## config.mk

```make
export PLATFORM = sky130hd
export DESIGN_NAME = mult16_seq
export DESIGN_NICKNAME = d
export VERILOG_FILES = /design/src/rtl/mult16_seq_pkg.sv /design/src/rtl/multi_8.sv /design/src/rtl/mult16_seq.sv
export SDC_FILE = /design/constraint.sdc
export NUM_CORES = 1
export LEC_CHECK = 0
export CORE_MARGIN = 4
export CORE_UTILIZATION = 63
export DETAILED_ROUTE_END_ITERATION = 10
export GPL_TIMING_DRIVEN = 0
export PLACE_DENSITY = 0.86
export SLEW_MARGIN = 0
export SYNTH_ARGS = -nofsm -noshare
export SYNTH_HDL_FRONTEND = slang
export SYNTH_HIERARCHICAL = 1
export SYNTH_SLANG_ARGS = --single-unit
export TNS_END_PERCENT = 1
```

## constraint.sdc

```tcl
create_clock -name clk -period 13 [get_ports clk]
set_input_delay 1.3 -clock clk [delete_from_list [all_inputs] [get_ports clk]]
set_output_delay 1.3 -clock clk [all_outputs]
set_load 0.01 [all_outputs]
```

## src/rtl/mult16_seq_pkg.sv

```systemverilog
// Shared constants for the sequential 16x16 multiplier: FSM states, widths and
// the per-pass operand-byte select and shift table.
package mult16_seq_pkg;

    localparam int NUM_PASSES = 4;
    localparam int OP_W       = 16;
    localparam int PROD_W     = 32;
    localparam int BYTE_W     = 8;
    localparam int SHIFT_W    = 5;

    typedef enum logic [1:0] {
        S_IDLE  = 2'd0,
        S_MUL   = 2'd1,
        S_DRAIN = 2'd2,
        S_DONE  = 2'd3
    } state_t;

    // Bit n set = pass n takes the high byte of that operand.
    localparam logic [NUM_PASSES-1:0] A_HI_SEL = 4'b1010;
    localparam logic [NUM_PASSES-1:0] B_HI_SEL = 4'b1100;

    localparam logic [NUM_PASSES-1:0][SHIFT_W-1:0] PASS_SHIFT = {5'd16, 5'd8, 5'd8, 5'd0};

endpackage

```

## src/rtl/multi_8.sv

```systemverilog
// Combinational 8x8 unsigned array multiplier, full 16-bit product.
// Zero latency, no handshake: the product follows the operands.
module multi_8 (
    input  logic [7:0]  a,
    input  logic [7:0]  b,
    output logic [15:0] p
);

    logic [15:0] prod;

    always_comb begin
        prod = '0;
        for (int i = 0; i < 8; i++) begin
            prod = prod + ({8'b0, a & {8{b[i]}}} << i);
        end
    end

    assign p = prod;

endmodule

```

## src/rtl/mult16_seq.sv

```systemverilog
// Sequential 16x16 unsigned multiplier, four passes through one 8x8 array; result 4 (5 with PP_REG)
// cycles after accept. in_ready is low for the whole operation; p holds in DONE until out_ready.
module mult16_seq
    import mult16_seq_pkg::*;
#(
    parameter bit PP_REG       = 1'b0,
    parameter bit OUT_HOLD_CLR = 1'b1
) (
    input  logic              clk,
    input  logic              rst,
    input  logic              in_valid,
    output logic              in_ready,
    input  logic [OP_W-1:0]   a,
    input  logic [OP_W-1:0]   b,
    output logic              out_valid,
    input  logic              out_ready,
    output logic [PROD_W-1:0] p,
    output logic              busy
);

    state_t              state;
    logic [1:0]          pass;
    logic [OP_W-1:0]     a_q;
    logic [OP_W-1:0]     b_q;
    logic [PROD_W-1:0]   acc;
    logic [OP_W-1:0]     pp_q;
    logic [SHIFT_W-1:0]  shift_q;

    logic [BYTE_W-1:0]   a_byte;
    logic [BYTE_W-1:0]   b_byte;
    logic [SHIFT_W-1:0]  shift;
    logic [OP_W-1:0]     pp;
    logic [PROD_W-1:0]   add_term;
    logic [PROD_W-1:0]   acc_sum;

    assign a_byte = A_HI_SEL[pass] ? a_q[15:8] : a_q[7:0];
    assign b_byte = B_HI_SEL[pass] ? b_q[15:8] : b_q[7:0];
    assign shift  = PASS_SHIFT[pass];

    multi_8 u_multi_8 (
        .a (a_byte),
        .b (b_byte),
        .p (pp)
    );

    // With PP_REG the adder sees last cycle's product, so it lags the byte muxes by one pass.
    assign add_term = PP_REG ? ({16'b0, pp_q} << shift_q) : ({16'b0, pp} << shift);
    assign acc_sum  = acc + add_term;

    always_ff @(posedge clk) begin
        if (rst) begin
            state     <= S_IDLE;
            pass      <= '0;
            a_q       <= '0;
            b_q       <= '0;
            acc       <= '0;
            pp_q      <= '0;
            shift_q   <= '0;
            in_ready  <= 1'b1;
            out_valid <= 1'b0;
            busy      <= 1'b0;
            p         <= '0;
        end else begin
            case (state)
                S_IDLE: begin
                    if (in_valid) begin
                        a_q      <= a;
                        b_q      <= b;
                        acc      <= '0;
                        pass     <= '0;
                        pp_q     <= '0;
                        shift_q  <= '0;
                        in_ready <= 1'b0;
                        busy     <= 1'b1;
                        state    <= S_MUL;
                    end
                end
                S_MUL: begin
                    pass <= pass + 2'd1;
                    acc  <= acc_sum;
                    if (PP_REG) begin
                        pp_q    <= pp;
                        shift_q <= shift;
                        if (pass == 2'd3) begin
                            state <= S_DRAIN;
                        end
                    end else if (pass == 2'd3) begin
                        p         <= acc_sum;
                        out_valid <= 1'b1;
                        state     <= S_DONE;
                    end
                end
                S_DRAIN: begin
                    acc       <= acc_sum;
                    p         <= acc_sum;
                    out_valid <= 1'b1;
                    state     <= S_DONE;
                end
                S_DONE: begin
                    if (out_ready) begin
                        out_valid <= 1'b0;
                        in_ready  <= 1'b1;
                        busy      <= 1'b0;
                        state     <= S_IDLE;
                        if (OUT_HOLD_CLR) begin
                            p <= '0;
                        end
                    end
                end
                default: begin
                    state <= S_IDLE;
                end
            endcase
        end
    end

endmodule

```

==> results.sh, run 1 <==
export IMPL_fin_crit_sh_pct=72.5
export IMPL_yosys_mux_area_fraction_pct=3.93
export IMPL_nFillCells=937
export IMPL_postCtsSetupBuffers=0
export IMPL_cap_violations=0
export IMPL_synthAdderAreaFrac_pct=20.3
export IMPL_path_delay_family="adder cells"
export IMPL_clkTransAtPathRegs_ps=80
export IMPL_synth_seq_cells=103
export IMPL_final_cell_mix="nand2_1 (122), dfxtp_1 (103), a21oi_1 (86)"
export IMPL_power_uw=947
export IMPL_hold_viol=0
export IMPL_gp_congestion=0.926
export IMPL_synth_edf_count=0
export IMPL_drive_gt1_share_pct=4.53
export IMPL_synth_top_family_by_area="compound AO/OA/AOI/OAI gates"
export IMPL_cts_resized=0
export IMPL_cts_sink_count=103
export IMPL_num_rows=40
export IMPL_cts_root_buf="clkbuf_16"
export IMPL_p_leak_uw=0.00390
export IMPL_finalMaxSlewViolations=0
export IMPL_pwr_share_seq_pct=37.7
export IMPL_grt_max_degree=20
export IMPL_die_w_um=119
export IMPL_drt_wl_total_mm=18.9
export IMPL_cts_tree="built"
export IMPL_r2r_setup_slack_ps=3570
export IMPL_clockBufferDepth=2
export IMPL_area_growth_syn_to_layout_pct=15.1
export IMPL_dp_cells=1124
export IMPL_portBuffers=69
export IMPL_skew_ps=14.7
export IMPL_ys_seq_area_share_pct=26.8
export IMPL_grt_first_pass_wirelength_mm=31.1
export IMPL_wl_per_cell_um=16.6
export IMPL_min_period_ps=9430
export IMPL_ys_flop_type="dfxtp_1"
export IMPL_status="completed"
export IMPL_cts_hold_buf=0
export IMPL_nets=1128
export IMPL_start_util_pct=64.1
export IMPL_cp_end_kind="flop"
export IMPL_crit_buf_inv=4
export IMPL_startpoint_type="flop"
export IMPL_finalSetupTns_ps=0
export IMPL_place_ws_ps=3650
export IMPL_synth_xor_area_share_pct=4.66
export IMPL_cp_required_ps=13240
export IMPL_clockPowerShare_pct=28.3
export IMPL_avgSynthCellArea_um2=8.48
export IMPL_synth_simple_area_share_pct=19.6
export IMPL_drt_drc_violations_left=0
export IMPL_setup_viol=0
export IMPL_overflow=0
export IMPL_switching_power_uw=356
export IMPL_p_sw_share_pct=37.6
export IMPL_cpMaxStageDelayCell="o21ai_0"
export IMPL_syn_inst=908
export IMPL_ir_drop_mv=0.0625
export IMPL_ant_nets=0
export IMPL_hpwl_mm=14.9
export IMPL_synth_fp_nets=1048
export IMPL_worstSkewPairLatency_ps=360
export IMPL_antenna_found_initial=0
export IMPL_final_common_cell="nand2_1"
export IMPL_synthArstFlopShare_pct=0
export IMPL_hold_class="reg2reg"
export IMPL_drt_iter0_markers=393
export IMPL_fmax_ghz=0.106
export IMPL_cts_made_buffers=9
export IMPL_powerDensity_nw_per_um2=107
export IMPL_design_area_um2=8870
export IMPL_design_die_area_um2=14100
export IMPL_grt_pass1_vias=6546
export IMPL_place_area_um2=8580
export IMPL_tightest_slew_ps=859
export IMPL_rsz0062_at_grt="false"
export IMPL_slew_limit_headroom_pct=42.7
export IMPL_track_usage_pct=26.8
export IMPL_core_um2=12000
export IMPL_synth_area_um2=7700
export IMPL_diodes=0
export IMPL_htree_levels=3
export IMPL_worst_slack_ps=3570
export IMPL_cpMostUsedCell="fa_1"
export IMPL_cpPeakStageDelay_ps=600
export IMPL_p_int_uw=591
export IMPL_synth_compound_area_share_pct=20.7
export IMPL_ys_types=56
export IMPL_final_cells=1140
export IMPL_drtPass1Iterations=5
export IMPL_viasPerCell=5.88
export IMPL_worstPathArrival_ps=9670
export IMPL_yosysWarningCount=6
export IMPL_vias=6706
export IMPL_power_frac_comb_pct=34.1
export IMPL_ios=71
export IMPL_die_h_um=119
export IMPL_critPathKind="reg2reg"
export IMPL_crit_fanout=9
## kinds of logic after synthesis
| family | count (synthesis) |
|---|---|
| fa+ha+maj | 104 |
| xor+xnor | 41 |
| buf+inv | 81 |
| mux | 28 |
| simple gates | 313 |
| compound gates | 238 |
| flops | 103 |
## Yosys cell counts (3+ instances only)
cell	n	area share, %
a21oi_2	3	0.34
nor2b_1	14	1.1
a22oi_1	15	1.5
ha_1	69	11
a31oi_1	7	0.57
nand4_1	9	0.73
and3_1	7	0.57
and2_1	60	4.9
or3_1	5	0.41
dfxtp_1	103	27
o211ai_1	3	0.29
mux2i_1	10	1.3
o21ai_0	28	1.8
nand3_1	6	0.39
a21o_1	11	1.1
a211oi_1	5	0.49
nor2_1	62	3.0
nand2_1	122	5.9
nor3_1	4	0.26
o21a_1	8	0.78
clkbuf_1	34	1.7
xnor2_1	29	3.3
o21bai_1	5	0.49
xor2_1	12	1.4
mux2_2	18	2.6
fa_1	35	9.1
nor4b_1	3	0.34
a21oi_1	86	5.6
nand2b_1	10	0.81
a22o_1	48	5.5
inv_1	43	2.1
## area by class of cell
class	count	area [um^2]	share of cell area, %
Clock inverter	6	60.1	0.677
Buffer	38	145	1.64
Inverter	43	161	1.82
Sequential cell	103	2060	23.3
Clock buffer	10	229	2.58
Timing Repair Buffer	69	691	7.79
Tap cell	147	184	2.07
Multi-Input combinational cell	724	5330	60.2
## flip-flops by register name, indices dropped and copies added, names as in the netlist
signal,cells
a_q,16
acc,32
b_q,16
busy,1
in_ready,1
out_valid,1
p,32
pass,2
state,2
## worst register-to-register path, delay by kind of cell (launching register included)
family / cells / cell delay (ps)
adders and majority gates: 9 / 4070
AOI/OAI and AO/OA: 5 / 1640
and+or+nand+nor: 7 / 1290
muxes: 3 / 860
buffers and inverters: 4 / 620
xor gates and xnor gates: 2 / 470
DFF: 1 / 360
## metal layers
| layer | track usage (%) | vias up | wire (um) |
|---|---|---|---|
| met3 | 3.92 | 30 | 772 |
| met4 | 8.69 | 0 | 367 |
| met5 | 0 | - | 0 |
| met1 | 33.2 | 3172 | 8400 |
| met2 | 47.9 | 164 | 9350 |
| li1 | - | 3340 | - |
## worst paths after layout
path,startpoint,end,cells after the start
min,b_q[15]$_SDFFE_PP0P_,b_q[15]$_SDFFE_PP0P_,2
min reg2reg,b_q[15]$_SDFFE_PP0P_,b_q[15]$_SDFFE_PP0P_,2
max,pass[1]$_SDFFE_PP0P_,p[31]$_SDFFE_PP0P_,30
max reg2reg,pass[1]$_SDFFE_PP0P_,p[31]$_SDFFE_PP0P_,30
## through the flow
step           hold WS (ps)  utilization, %
6_report                457            73.8
5_1_grt                 474            73.8
4_1_cts                 457            73.8
3_5_place_dp            445            71.4
3_3_place_gp            436            71.4
2_1_floorplan           432               -
## power by group through the flow
stage	Sequential, uW	Clock (uW)	Combinational [uW]
global placement	363	0	311
global route	360	279	356
CTS	356	269	321
finish	357	268	323
detailed placement	363	0	317
floorplan	363	0	218
(Power assumes the default switching activity.)
==> run 2, diff against run 1 <==
--- a/config.mk
+++ b/config.mk
@@ -6,10 +6,10 @@
 export NUM_CORES = 1
 export LEC_CHECK = 0
 export CORE_MARGIN = 4
-export CORE_UTILIZATION = 63
+export CORE_UTILIZATION = 59
 export DETAILED_ROUTE_END_ITERATION = 10
 export GPL_TIMING_DRIVEN = 0
-export PLACE_DENSITY = 0.86
+export PLACE_DENSITY = 0.82
 export SLEW_MARGIN = 0
 export SYNTH_ARGS = -nofsm -noshare
 export SYNTH_HDL_FRONTEND = slang
==> constraint.sdc (replaced) <==
create_clock -name clk -period 8.85 [get_ports clk]
set_input_delay 0.885 -clock clk [delete_from_list [all_inputs] [get_ports clk]]
set_output_delay 0.885 -clock clk [all_outputs]
set_load 0.01 [all_outputs]
==> run 2 against run 1 <==
Net effect: utilization fell by 2.9 points; wire length rose by 1.0%; maximum frequency up 11%; highest routed layer unchanged; critical path type unchanged; global-route usage down 0.65 points.
==> results.sh, run 2 (synthesis results as in run 1) <==
export IMPL_cpPeakStageDelay_ps=550
export IMPL_cap_violations=0
export IMPL_core_um2=12700
export IMPL_cts_made_buffers=9
export IMPL_largestRegisters="acc: 32 flops, p: 32 flops"
export IMPL_design_area_um2=9030
export IMPL_finalMaxSlewViolations=0
export IMPL_grt_max_degree=18
export IMPL_drt_drc_violations_left=0
export IMPL_p_leak_uw=0.00393
export IMPL_hold_start="b_q[7]$_SDFFE_PP0P_"
export IMPL_tightest_slew_ps=859
export IMPL_place_area_um2=8610
export IMPL_worst_slack_ps=348
export IMPL_register_area_um2=2060
export IMPL_status="completed"
export IMPL_final_cells=1163
export IMPL_grt_pass1_vias=6630
export IMPL_num_rows=41
export IMPL_final_common_cell="nand2_1"
export IMPL_drive_gt1_share_pct=6.56
export IMPL_postCtsSetupBuffers=0
export IMPL_htree_levels=3
export IMPL_rr_startpoint="pass[0]$_SDFFE_PP0P_"
export IMPL_worstSkewPairLatency_ps=360
export IMPL_fmax_ghz=0.118
export IMPL_cpMostUsedCell="fa_1"
export IMPL_worstPathArrival_ps=8760
export IMPL_vias=6734
export IMPL_viasPerCell=5.79
export IMPL_area_growth_syn_to_layout_pct=17.2
export IMPL_hpwl_mm=14.8
export IMPL_antenna_found_initial=0
export IMPL_dp_cells=1149
export IMPL_place_ws_ps=-525
export IMPL_hold_class="reg2reg"
export IMPL_start_util_pct=60.5
export IMPL_cts_sink_count=103
export IMPL_startpoint_type="flop"
export IMPL_design_die_area_um2=14900
export IMPL_cts_hold_buf=0
export IMPL_crit_fanout=10
export IMPL_fin_crit_sh_pct=96.1
export IMPL_ant_nets=0
export IMPL_track_usage_pct=26.2
export IMPL_portBuffers=69
export IMPL_hold_slack_ps=450
export IMPL_cp_end_kind="flop"
export IMPL_min_period_ps=8500
export IMPL_cp_required_ps=9110
export IMPL_drt_iter0_markers=487
export IMPL_die_w_um=122
export IMPL_startpoint="pass[0]$_SDFFE_PP0P_"
export IMPL_clockBufferDepth=2
export IMPL_critPathKind="reg2reg"
export IMPL_gp_congestion=0.943
export IMPL_final_cell_mix="nand2_1 (122), dfxtp_1 (103), a21oi_1 (80)"
export IMPL_drtPass1Iterations=6
export IMPL_die_h_um=122
export IMPL_cts_root_buf="clkbuf_16"
export IMPL_cts_tree="built"
export IMPL_ios=71
export IMPL_grt_first_pass_wirelength_mm=31.3
export IMPL_skew_ps=9.97
export IMPL_overflow=0
export IMPL_setup_viol=0
export IMPL_hold_viol=0
export IMPL_powerDensity_nw_per_um2=159
export IMPL_diodes=0
export IMPL_slew_limit_headroom_pct=42.7
export IMPL_nFillCells=1075
export IMPL_ir_drop_mv=0.155
export IMPL_wl_per_cell_um=16.4
export IMPL_drt_wl_total_mm=19.1
export IMPL_nets=1126
export IMPL_clkTransAtPathRegs_ps=70
export IMPL_multi_input_area_um2=5440
export IMPL_cpMaxStageDelayCell="fa_1"
[run 2: cell types whose count changed in the layout (fill, tap and decap cells not counted), moves of 3 or more]
cell / delta
mux2_4: +5
a21oi_1: -6
a21oi_2: +6
ha_1: -3
clkbuf_1: -5
ha_2: +3
mux2_2: -5
[run 2: final timing paths]
| kind | endpoint | slack (ps) | depth (start not counted) |
|---|---|---|---|
| worst min register to register | b_q[7]$_SDFFE_PP0P_ | 450 | 2 |
| worst min-delay path | b_q[7]$_SDFFE_PP0P_ | 450 | 2 |
| worst max-delay path | acc[22]$_SDFFE_PP0P_ | 350 | 30 |
| worst max register to register | acc[22]$_SDFFE_PP0P_ | 350 | 30 |
[run 2: repair_timing]
item                                    in CTS  in global routing
pin swaps                                    0                  7
resized for setup                            8                 22
endpoints found under the setup margin      30                 29
[run 2: power breakdown]
part,switching (uW),internal (uW)
Combinational,308,175
Sequential,22.2,502
Clock,189,237
[run 2: layout make-up]
cell class | count | share of cell area, %
buffer | 36 | 1.61
clock buffer | 11 | 2.80
inverter | 43 | 1.79
sequential | 103 | 22.8
clock inverter | 5 | 0.707
tap | 172 | 2.38
multi-input combinational | 724 | 60.2
timing repair buffer | 69 | 7.65
[run 2: metrics by stage]
stage,setup TNS [ps],power [uW],util [%]
global placement,-6440,991,67.7
floorplan,0,853,-
finish,0,1430,71.0
global route,-38.0,1510,71.0
detailed placement,-8340,1000,67.7
CTS,0,1420,70.3
[run 2: critical path: cells and delay by family (launching register included)]
family	cells	cell delay, ps
buffers and inverters	3	330
adder cells (fa/ha/maj)	9	4080
flip-flops	1	370
AND/OR/NAND/NOR	4	730
multiplexers	2	560
AO/OA/AOI/OAI	9	1790
XOR/XNOR	3	530
[run 2: routing by layer]
layer,wire length [um],vias to the layer above,GRT usage [%]
met5,0,-,0
met4,512,0,9.52
met3,996,40,4.56
met2,9400,228,46.0
met1,8180,3134,32.2
li1,-,3332,-
==> run 3, diff against run 2 <==
--- a/config.mk
+++ b/config.mk
@@ -8,8 +8,8 @@
 export CORE_MARGIN = 4
 export CORE_UTILIZATION = 59
 export DETAILED_ROUTE_END_ITERATION = 10
-export GPL_TIMING_DRIVEN = 0
 export PLACE_DENSITY = 0.82
+export RECOVER_POWER = 50
 export SLEW_MARGIN = 0
 export SYNTH_ARGS = -nofsm -noshare
 export SYNTH_HDL_FRONTEND = slang
==> run 3 against run 2 <==
Net effect: the run now ends with capacitance limit, slew limit left; critical path type unchanged; non-clock buffer count down 23; sequential share of layout area up 0.39 points; power down 3.9%; sequential power up 1%; setup slack better by 58 ps; critical endpoint is now acc[21]$_SDFFE_PP0P_.
==> results.sh, run 3 (synthesis results as in run 1) <==
export IMPL_final_cell_mix="nand2_1 (122), dfxtp_1 (101), a21oi_1 (85)"
export IMPL_grt_pass1_vias=6584
export IMPL_cts_hold_buf=0
export IMPL_core_um2=12700
export IMPL_portBuffers=70
export IMPL_worstSkewPairLatency_ps=360
export IMPL_vias=6582
export IMPL_fin_util_pct=69.8
export IMPL_fin_crit_sh_pct=95.4
export IMPL_drtPass1Iterations=4
export IMPL_cts_sink_count=103
export IMPL_nets=1103
export IMPL_track_usage_pct=26.6
export IMPL_p_leak_uw=0.00404
export IMPL_finalSetupTns_ps=0
export IMPL_gp_congestion=0.938
export IMPL_viasPerCell=5.77
export IMPL_die_w_um=122
export IMPL_cts_made_buffers=9
export IMPL_ant_nets=0
export IMPL_grt_max_degree=64
export IMPL_nFillCells=1097
export IMPL_cts_tree="built"
export IMPL_slew_limit_headroom_pct=-6.09
export IMPL_cp_end_kind="flop"
export IMPL_diodes=0
export IMPL_hold_class="reg2reg"
export IMPL_hpwl_mm=15.3
export IMPL_overflow=0
export IMPL_power_uw=1380
export IMPL_drt_iter0_markers=434
export IMPL_crit_fanout=8
export IMPL_design_area_um2=8880
export IMPL_ir_drop_mv=0.128
export IMPL_cp_required_ps=9080
export IMPL_cpMaxStageDelayCell="fa_1"
export IMPL_multi_input_area_um2=5380
export IMPL_status="finished with violations"
export IMPL_worstPathArrival_ps=8670
export IMPL_cap_violations=1
export IMPL_place_area_um2=8560
export IMPL_fmax_ghz=0.118
export IMPL_final_common_cell="nand2_1"
export IMPL_wl_per_cell_um=17.0
export IMPL_cpMostUsedCell="fa_1"
export IMPL_drive_gt1_share_pct=6.92
export IMPL_tightest_slew_ps=1590
export IMPL_num_rows=41
export IMPL_violations="capacitance limit, slew limit"
export IMPL_skew_ps=13.0
export IMPL_startpoint_type="flop"
export IMPL_rsz0062_at_grt="false"
export IMPL_path_delay_family="adder cells"
export IMPL_min_period_ps=8440
export IMPL_cpPeakStageDelay_ps=590
export IMPL_setup_viol=0
export IMPL_powerDensity_nw_per_um2=155
export IMPL_ios=71
export IMPL_drt_drc_violations_left=0
export IMPL_clockBufferDepth=2
export IMPL_hold_viol=0
export IMPL_cts_resized=0
export IMPL_cts_root_buf="clkbuf_16"
export IMPL_finalMaxSlewViolations=36
export IMPL_largestRegisters="acc: 32 flops, p: 32 flops"
export IMPL_postCtsSetupBuffers=0
export IMPL_r2r_setup_slack_ps=410
export IMPL_clkTransAtPathRegs_ps=80
export IMPL_area_growth_syn_to_layout_pct=15.4
export IMPL_htree_levels=3
export IMPL_die_h_um=122
export IMPL_register_area_um2=2060
export IMPL_start_util_pct=60.5
export IMPL_drt_wl_total_mm=19.4
export IMPL_design_die_area_um2=14900
export IMPL_grt_first_pass_wirelength_mm=31.9
export IMPL_antenna_found_initial=0
export IMPL_critPathKind="reg2reg"
export IMPL_crit_buf_inv=5
==> run 3: cell types whose count changed in the layout (fill, tap and decap cells not counted), moves of 3 or more <==
cell / change
and2_1: -3
a21oi_2: -5
a21oi_1: +5
and2_0: +3
buf_4: +10
clkbuf_1: -30
mux2_4: -4
dlygate4sd3_1: +37
mux2_2: +4
ha_1: +3
ha_2: -3
clkdlybuf4s50_1: -37
==> run 3: final timing paths <==
kind	to	startpoint	cells past startpoint
worst min register to register	b_q[9]$_SDFFE_PP0P_	b_q[9]$_SDFFE_PP0P_	2
worst min-delay path	b_q[9]$_SDFFE_PP0P_	b_q[9]$_SDFFE_PP0P_	2
worst max register to register	acc[21]$_SDFFE_PP0P_	pass[0]$_SDFFE_PP0P_	32
worst max-delay path	acc[21]$_SDFFE_PP0P_	pass[0]$_SDFFE_PP0P_	32
==> run 3: cell type report <==
| cell class | instances | share of cell area, % |
|---|---|---|
| sequential | 103 | 23.2 |
| clock buffer | 9 | 2.53 |
| clock inverter | 7 | 0.620 |
| multi-input combinational | 724 | 60.5 |
| tap | 172 | 2.42 |
| inverter | 43 | 1.82 |
| timing repair buffer | 82 | 8.84 |
==> run 3: worst min-delay path: stages, from the launching register on <==
cell     delay, ps
dfxtp_1        310
nand2_1         50
a21oi_1         50
==> run 3: power breakdown <==
group / internal [uW] / switching [uW]
Sequential: 502 / 27.0
Clock: 195 / 193
Combinational: 168 / 292
==> run 3: metrics by stage <==
step / hold slack (ps) / setup WS, ps / std cells
final: 457 / 406 / 1140
after global routing: 482 / 17.8 / 1140
after CTS: 458 / 34.9 / 1140
after detailed placement: 448 / 80.7 / 1124
after global placement: 439 / 160 / 1124
after floorplan: 432 / 673 / 908
==> run 3: metal layers <==
layer,vias up,wire (um),GRT usage (%)
met1,3101,8510,33.4
met4,0,379,7.42
li1,3285,-,-
met2,164,9660,47.2
met3,32,868,4.42
met5,-,0,0
